--- src/rtl/round_pkg.sv ---
// -----------------------------------------------------------------------------
// round_pkg
// Types and constants shared by the round sequencer files:
//   - state_t              : sequencer FSM state encoding
//   - DEFAULT_WORD_WIDTH   : default width of one normal word
//   - RES_SLOT_*           : word slot of each round_block result inside
//                            res_data (slot 3 is the most significant word)
// -----------------------------------------------------------------------------
package round_pkg;

    localparam int DEFAULT_WORD_WIDTH = 32;

    typedef enum logic [2:0] {
        S_IDLE,
        S_FETCH,
        S_WAIT_RD,
        S_ISSUE,
        S_WAIT_ACC,
        S_WAIT_DONE,
        S_EMIT,
        S_FINISH
    } state_t;

    // res_data = {high_left, high_right, low_left, low_right}
    localparam int RES_SLOT_HIGH_LEFT  = 3;
    localparam int RES_SLOT_HIGH_RIGHT = 2;
    localparam int RES_SLOT_LOW_LEFT   = 1;
    localparam int RES_SLOT_LOW_RIGHT  = 0;

endpackage

--- src/rtl/rs_watchdog.sv ---
// -----------------------------------------------------------------------------
// rs_watchdog
// Cycle counter guarding the sequencer's wait states. A load restarts the
// count at 1, so the count equals the number of cycles spent in the guarded
// state including the current one. expire is high while enabled and the
// count has reached LIMIT; the counter saturates there.
//
// Ports:
//   clk, rst_n : clock, asynchronous active-low reset
//   load       : restart the count (state entry)
//   enable     : guarded state is active; count advances
//   expire     : limit reached while enabled
// -----------------------------------------------------------------------------
module rs_watchdog #(
    parameter int LIMIT = 255
) (
    input  logic clk,
    input  logic rst_n,
    input  logic load,
    input  logic enable,
    output logic expire
);

    localparam int CW = (LIMIT < 2) ? 1 : $clog2(LIMIT + 1);

    logic [CW-1:0] count_q;

    // NOTE: flops are written with non-blocking (<=) so every register in the
    // design samples pre-edge values; blocking here would create order races.
    always_ff @(posedge clk or negedge rst_n) begin
        if (!rst_n) begin
            count_q <= '0;
        end else if (load) begin
            count_q <= CW'(1);
        end else if (enable && (count_q != CW'(LIMIT))) begin
            count_q <= count_q + CW'(1);
        end
    end

    assign expire = enable && (count_q == CW'(LIMIT));

endmodule

--- src/rtl/round_sequencer.sv ---
// -----------------------------------------------------------------------------
// round_sequencer
// Runs one round: reads num_words words from a word memory, hands each one to
// round_block, and streams out the four result words produced for every word
// except index 0 (which only primes round_block with only_add set).
//
// Ports:
//   clk, rst_n                      : clock, asynchronous active-low reset
//   start, num_words, sparse_diff,
//   high_lat, low_lat               : round request and its configuration
//   busy, done, error               : round status (error is a sticky timeout)
//   mem_rd_en, mem_rd_addr,
//   mem_rd_data                     : word-memory read port (1-cycle latency)
//   rb_word_in, rb_word_valid,
//   rb_only_add, rb_sparse_diff,
//   rb_high_latency, rb_low_latency : word and controls towards round_block
//   rb_word_accepted,
//   rb_processing_done, rb_ready    : round_block status
//   rb_high_left .. rb_low_right    : round_block results
//   res_valid, res_ready, res_data,
//   res_index                       : result stream (valid/ready)
// -----------------------------------------------------------------------------
module round_sequencer
    import round_pkg::*;
#(
    parameter int WORD_WIDTH = DEFAULT_WORD_WIDTH,
    parameter int ADDR_WIDTH = 6,
    parameter int TIMEOUT    = 255
) (
    input  logic                    clk,
    input  logic                    rst_n,

    input  logic                    start,
    input  logic [ADDR_WIDTH:0]     num_words,
    input  logic [5:0]              sparse_diff,
    input  logic                    high_lat,
    input  logic                    low_lat,

    output logic                    busy,
    output logic                    done,
    output logic                    error,

    output logic                    mem_rd_en,
    output logic [ADDR_WIDTH-1:0]   mem_rd_addr,
    input  logic [WORD_WIDTH-1:0]   mem_rd_data,

    output logic [WORD_WIDTH-1:0]   rb_word_in,
    output logic                    rb_word_valid,
    output logic                    rb_only_add,
    output logic [5:0]              rb_sparse_diff,
    output logic                    rb_high_latency,
    output logic                    rb_low_latency,
    input  logic                    rb_word_accepted,
    input  logic                    rb_processing_done,
    input  logic                    rb_ready,
    input  logic [WORD_WIDTH-1:0]   rb_high_left,
    input  logic [WORD_WIDTH-1:0]   rb_high_right,
    input  logic [WORD_WIDTH-1:0]   rb_low_left,
    input  logic [WORD_WIDTH-1:0]   rb_low_right,

    output logic                    res_valid,
    input  logic                    res_ready,
    output logic [4*WORD_WIDTH-1:0] res_data,
    output logic [ADDR_WIDTH-1:0]   res_index
);

    // Index is one bit wider than the address so a full 2^ADDR_WIDTH-word
    // round can compare against num_words without wrapping.
    localparam int IW = ADDR_WIDTH + 1;

    state_t                  state_q, state_d;

    logic [IW-1:0]           num_words_q;
    logic [IW-1:0]           idx_q;
    logic [IW-1:0]           idx_inc;
    logic [5:0]              sparse_q;
    logic                    high_lat_q;
    logic                    low_lat_q;
    logic [WORD_WIDTH-1:0]   word_q;
    logic [4*WORD_WIDTH-1:0] res_data_q;
    logic [ADDR_WIDTH-1:0]   res_index_q;
    logic                    error_q;

    logic                    start_ok;
    logic                    last_idx;
    logic                    idx_advance;
    logic                    capture_res;
    logic                    wd_load;
    logic                    wd_enable;
    logic                    wd_expire;

    assign start_ok  = (state_q == S_IDLE) && start;
    assign idx_inc   = idx_q + IW'(1);
    assign last_idx  = (idx_inc == num_words_q);
    assign wd_enable = (state_q == S_WAIT_ACC) || (state_q == S_WAIT_DONE);

    // -------------------------------------------------------------------------
    // Next-state logic
    // -------------------------------------------------------------------------
    // NOTE: every signal written here gets a default first, so no path leaves
    // it unassigned and no latch is inferred.
    always_comb begin
        state_d     = state_q;
        idx_advance = 1'b0;
        capture_res = 1'b0;

        unique case (state_q)
            S_IDLE: begin
                if (start) begin
                    state_d = (num_words == '0) ? S_FINISH : S_FETCH;
                end
            end

            S_FETCH:   state_d = S_WAIT_RD;

            S_WAIT_RD: state_d = S_ISSUE;

            S_ISSUE: begin
                if (rb_ready) begin
                    state_d = S_WAIT_ACC;
                end
            end

            S_WAIT_ACC: begin
                if (wd_expire) begin
                    state_d = S_FINISH;
                end else if (rb_word_accepted) begin
                    if (idx_q == '0) begin
                        // Word 0 only primes round_block; nothing to collect.
                        idx_advance = 1'b1;
                        state_d     = last_idx ? S_FINISH : S_FETCH;
                    end else begin
                        state_d = S_WAIT_DONE;
                    end
                end
            end

            S_WAIT_DONE: begin
                if (wd_expire) begin
                    state_d = S_FINISH;
                end else if (rb_processing_done) begin
                    capture_res = 1'b1;
                    state_d     = S_EMIT;
                end
            end

            S_EMIT: begin
                // The next read waits for the result handshake.
                if (res_ready) begin
                    idx_advance = 1'b1;
                    state_d     = last_idx ? S_FINISH : S_FETCH;
                end
            end

            S_FINISH:  state_d = S_IDLE;

            default:   state_d = S_IDLE;
        endcase
    end

    // Restart the watchdog on every entry into a guarded wait state.
    assign wd_load = (state_d != state_q) &&
                     ((state_d == S_WAIT_ACC) || (state_d == S_WAIT_DONE));

    rs_watchdog #(
        .LIMIT (TIMEOUT)
    ) u_watchdog (
        .clk    (clk),
        .rst_n  (rst_n),
        .load   (wd_load),
        .enable (wd_enable),
        .expire (wd_expire)
    );

    always_ff @(posedge clk or negedge rst_n) begin
        if (!rst_n) begin
            state_q <= S_IDLE;
        end else begin
            state_q <= state_d;
        end
    end

    // -------------------------------------------------------------------------
    // Datapath and latched configuration
    // -------------------------------------------------------------------------
    // NOTE: data and configuration registers are reset as well, so every
    // output reads zero during reset rather than a stale value from the
    // abandoned round.
    always_ff @(posedge clk or negedge rst_n) begin
        if (!rst_n) begin
            num_words_q <= '0;
            idx_q       <= '0;
            sparse_q    <= '0;
            high_lat_q  <= 1'b0;
            low_lat_q   <= 1'b0;
            word_q      <= '0;
            res_data_q  <= '0;
            res_index_q <= '0;
            error_q     <= 1'b0;
        end else begin
            if (start_ok) begin
                num_words_q <= num_words;
                sparse_q    <= sparse_diff;
                high_lat_q  <= high_lat;
                low_lat_q   <= low_lat;
                idx_q       <= '0;
                error_q     <= 1'b0;
            end else if (idx_advance) begin
                idx_q <= idx_inc;
            end

            // Read data is valid exactly one cycle after the request.
            if (state_q == S_WAIT_RD) begin
                word_q <= mem_rd_data;
            end

            if (capture_res) begin
                res_data_q[RES_SLOT_HIGH_LEFT*WORD_WIDTH  +: WORD_WIDTH] <= rb_high_left;
                res_data_q[RES_SLOT_HIGH_RIGHT*WORD_WIDTH +: WORD_WIDTH] <= rb_high_right;
                res_data_q[RES_SLOT_LOW_LEFT*WORD_WIDTH   +: WORD_WIDTH] <= rb_low_left;
                res_data_q[RES_SLOT_LOW_RIGHT*WORD_WIDTH  +: WORD_WIDTH] <= rb_low_right;
                res_index_q <= idx_q[ADDR_WIDTH-1:0];
            end

            if (wd_expire) begin
                error_q <= 1'b1;
            end
        end
    end

    // -------------------------------------------------------------------------
    // Outputs
    // -------------------------------------------------------------------------
    // busy is already low in FINISH so it falls together with the done pulse.
    assign busy            = (state_q != S_IDLE) && (state_q != S_FINISH);
    assign done            = (state_q == S_FINISH);
    assign error           = error_q;

    assign mem_rd_en       = (state_q == S_FETCH);
    assign mem_rd_addr     = idx_q[ADDR_WIDTH-1:0];

    assign rb_word_in      = word_q;
    assign rb_word_valid   = (state_q == S_WAIT_ACC);
    assign rb_only_add     = busy && (idx_q == '0);
    assign rb_sparse_diff  = sparse_q;
    assign rb_high_latency = high_lat_q;
    assign rb_low_latency  = low_lat_q;

    assign res_valid       = (state_q == S_EMIT);
    assign res_data        = res_data_q;
    assign res_index       = res_index_q;

endmodule

--- config.mk ---
export PLATFORM = sky130hd
export DESIGN_NAME = round_sequencer
export DESIGN_NICKNAME = d
export VERILOG_FILES = /design/src/rtl/round_pkg.sv /design/src/rtl/rs_watchdog.sv /design/src/rtl/round_sequencer.sv
export SDC_FILE = /design/constraint.sdc
export NUM_CORES = 1
export LEC_CHECK = 0
export ABC_AREA = 1
export CAP_MARGIN = 5
export CORE_MARGIN = 3
export CORE_UTILIZATION = 46
export CTS_CLUSTER_DIAMETER = 60
export DETAILED_ROUTE_END_ITERATION = 16
export PLACE_DENSITY_LB_ADDON = 0.3
export SYNTH_ARGS = -nofsm -noshare
export SYNTH_HDL_FRONTEND = slang
export SYNTH_SLANG_ARGS = --single-unit
export TNS_END_PERCENT = 30
--- constraint.sdc ---
create_clock -name clk -period 3.6 [get_ports clk]
set_input_delay 0.54 -clock clk [delete_from_list [all_inputs] [get_ports clk]]
set_output_delay 0.54 -clock clk [all_outputs]
set_load 0.01 [all_outputs]
==> reports/metrics.cfg <==
[clock_network]
clk_path_buf_depth = 2
root_buffer = clkbuf_16
cts_setup_buffers = 0
cts_tree = done
cts_resized = 0
cts.sinks = 200
htree_levels = 4
clkSlewWorstSetupHoldPaths_ns = 0.08
clkLatencyLatePin_ns = 0.43
cts_buffers = 17
ctsHoldBuffers = 0

[worst_setup_path]
crit_arrival_ns = 2.31
rrSetupSlack_ns = 1.16
path_class = register to output pin
reg2reg_from = u_watchdog.count_q[0]
rr_worst_depth = 7
end_kind = output pin
required_ns = 3.06
worstSetupStartpointType = register
r2r_end = res_data[21]
critPathMaxFanout = 5

[floorplan]
dieArea_um2 = 20300
die_w_um = 142
die_h_um = 142
num_rows = 49
core_area_um2 = 18100
start_util = 0.472
num_io_pins = 369

[logic_synthesis]
synth_fp_nets = 824
synth_mux_area_frac = 0.249
synth.distinct_cells = 33
synth_adder_area_share = 0.00438
netlist_instances = 639
postSynthAreaPerCell_um2 = 13.4
yosys_register_bits = 200
synthSimpleGateAreaFrac = 0.0909
synth-seq-area-share = 0.585
yosysTopAreaCell = dfrtp_1
synth_compound_area_frac = 0.0187
synth.top_cells.by_area = dfrtp_1 (58%), mux2_4 (15%), mux2_2 (9.5%), nand2_1 (4.5%), inv_1 (1.8%)
synth_area_um2 = 8560
synthXorXnorAreaFrac = 0.00921
synth_top_family_by_area = multiplexers
yosys_warnings = 0
synth_top_area_frac = 0.585

[power]
p_per_area_nw_per_um2 = 857
p_int_mw = 7.46
p_seq_frac = 0.355
p_total_mw = 11.2
comb_power_share = 0.474
p_switching_mw = 3.70
leakagePower_nw = 6.05
switching_share = 0.332
power_frac_clock = 0.171
peakVddDrop_mv = 0.422

[route]
routed_wl_mm = 24.5
viasPerCell = 4.92
num_vias = 6156
firstDrtPassIters = 4
drcViolationCount = 0
route.antenna.remaining_nets = 0
drt-initial-drc-count = 281
wl_per_cell_um = 19.6

[timing]
fin_crit_sh = 0.792
setup_ws_ns = 0.750
fin_setup_tns_ns = 0
hold_viol = 0
fin_crit_ns = 2.85
relSlewSlack = 0.490
skew_ns = 0.0150
setup_viol = 0
max_freq_mhz = 351
finalMaxSlewViolations = 0
rsz0062_at_grt = no
worstMarginPinSlew_ns = 0.764

[placed_design]
gp_congestion = 0.908
pre_cts_slack_ns = 0.905
dp_hpwl_mm = 18.5
io_buffers = 368

[layout]
fin_nets = 1192
nFillCells = 1277
final_cell_mix = clkdlybuf4s50_1 (367), dfrtp_1 (200), nand2_1 (102), mux2_4 (88), mux2_2 (72)
drive_gt1_frac = 0.220
area_growth_pct = 52.2
layout_commonest_cell = clkdlybuf4s50_1

[global_route]
grt_pass1_vias = 6465
antenna_found_initial = 2
grt_overflow = 0
grt_max_degree = 96
grt_usage = 0.240
grt_pass1_wl_mm = 37.5

[run_status]
outcome = finished clean

[job]
max_cap_viol_count = 0

[min_path]
hold_path_class = input port to async pin

## critical path: stages, from the launching register on
cell	delay [ns]
dfrtp_1	0.46
inv_1	0.16
ha_1	0.18
nand4_1	0.09
nor3_1	0.16
inv_1	0.11
nor3_1	0.15
clkdlybuf4s50_1	0.58
## layer usage
layer,GRT usage,up-vias,share of wire
li1,-,2870,-
met3,0.0776,41,0.076
met1,0.284,3005,0.38
met2,0.415,238,0.51
met4,0.0795,2,0.029
met5,0,-,0.00033
## per-stage QoR
stage           util  std cells  cell area (um^2)  hold slack, ns
2_1_floorplan      -        639              8560           0.244
6_report       0.718       1250             13000           0.174
5_1_grt        0.718       1250             13000           0.206
4_1_cts        0.718       1249             13000           0.209
3_5_place_dp   0.685       1217             12400           0.457
3_3_place_gp   0.685       1217             12400           0.455
## power by group through the flow
stage	clock (mW)	combinational (mW)	sequential, mW
finish	1.90	5.29	3.96
global placement	0	5.20	3.93
floorplan	0	2.10	4.36
CTS	1.96	5.35	3.97
detailed placement	0	5.31	3.99
global route	2.05	5.61	4.10
## registers in the layout (all words and copies together), names as in the netlist
name,count
rb_low_latency,1
u_watchdog.count_q,8
state_q,3
res_index,6
res_data,128
error,1
num_words_q,7
idx_q,7
rb_high_latency,1
rb_word_in,32
rb_sparse_diff,6
## cells in the mapped netlist
| library cell | number |
|---|---|
| a21oi_1 | 4 |
| a2bb2oi_1 | 1 |
| buf_2 | 7 |
| buf_4 | 6 |
| buf_6 | 10 |
| clkbuf_1 | 3 |
| dfrtp_1 | 200 |
| ha_1 | 3 |
| inv_1 | 40 |
| inv_2 | 4 |
| mux2_2 | 72 |
| mux2_4 | 88 |
| nand2_1 | 102 |
| nand2_2 | 9 |
| nand3_1 | 16 |
| nand3_2 | 2 |
| nand3_4 | 1 |
| nand3b_1 | 2 |
| nand4_1 | 5 |
| nor2_1 | 19 |
| nor2_2 | 1 |
| nor2_4 | 4 |
| nor3_1 | 4 |
| nor3_2 | 1 |
| nor3_4 | 1 |
| nor4_1 | 1 |
| o21a_1 | 1 |
| o21ai_0 | 17 |
| o21ai_1 | 1 |
| o21ai_2 | 1 |
| o22ai_1 | 4 |
| xnor2_1 | 5 |
| xor2_1 | 4 |
## logic make-up after synthesis
kind of cell / count (synthesis)
DFF: 200
and+or+nand+nor: 168
muxes: 160
buffers and inverters: 70
AOI/OAI and AO/OA: 29
xor gates and xnor gates: 9
adders and majority gates: 3
## worst max path at each step
stage	from	endpoint	slack [ns]	cells past startpoint
detailed placement	rb_processing_done	res_data[3]	0.91	4
global placement	rb_processing_done	res_data[15]	0.94	4
global route	idx_q[0]	rb_only_add	0.55	7
finish	idx_q[0]	rb_only_add	0.75	7
floorplan	idx_q[0]	u_watchdog.count_q[1]	1.71	16
CTS	idx_q[0]	rb_only_add	0.72	7
## final cells by class
class / instances / area, um^2 / share of cell area
sequential: 200 / 5000 / 0.384
timing repair buffer: 375 / 3780 / 0.290
multi-input combinational: 369 / 3190 / 0.245
clock buffer: 17 / 425 / 0.0327
tap: 229 / 287 / 0.0220
clock inverter: 15 / 170 / 0.0131
inverter: 44 / 165 / 0.0127
antenna: 1 / 2.50 / 0.000192
No activity file was read; power rests on OpenSTA's default activity.
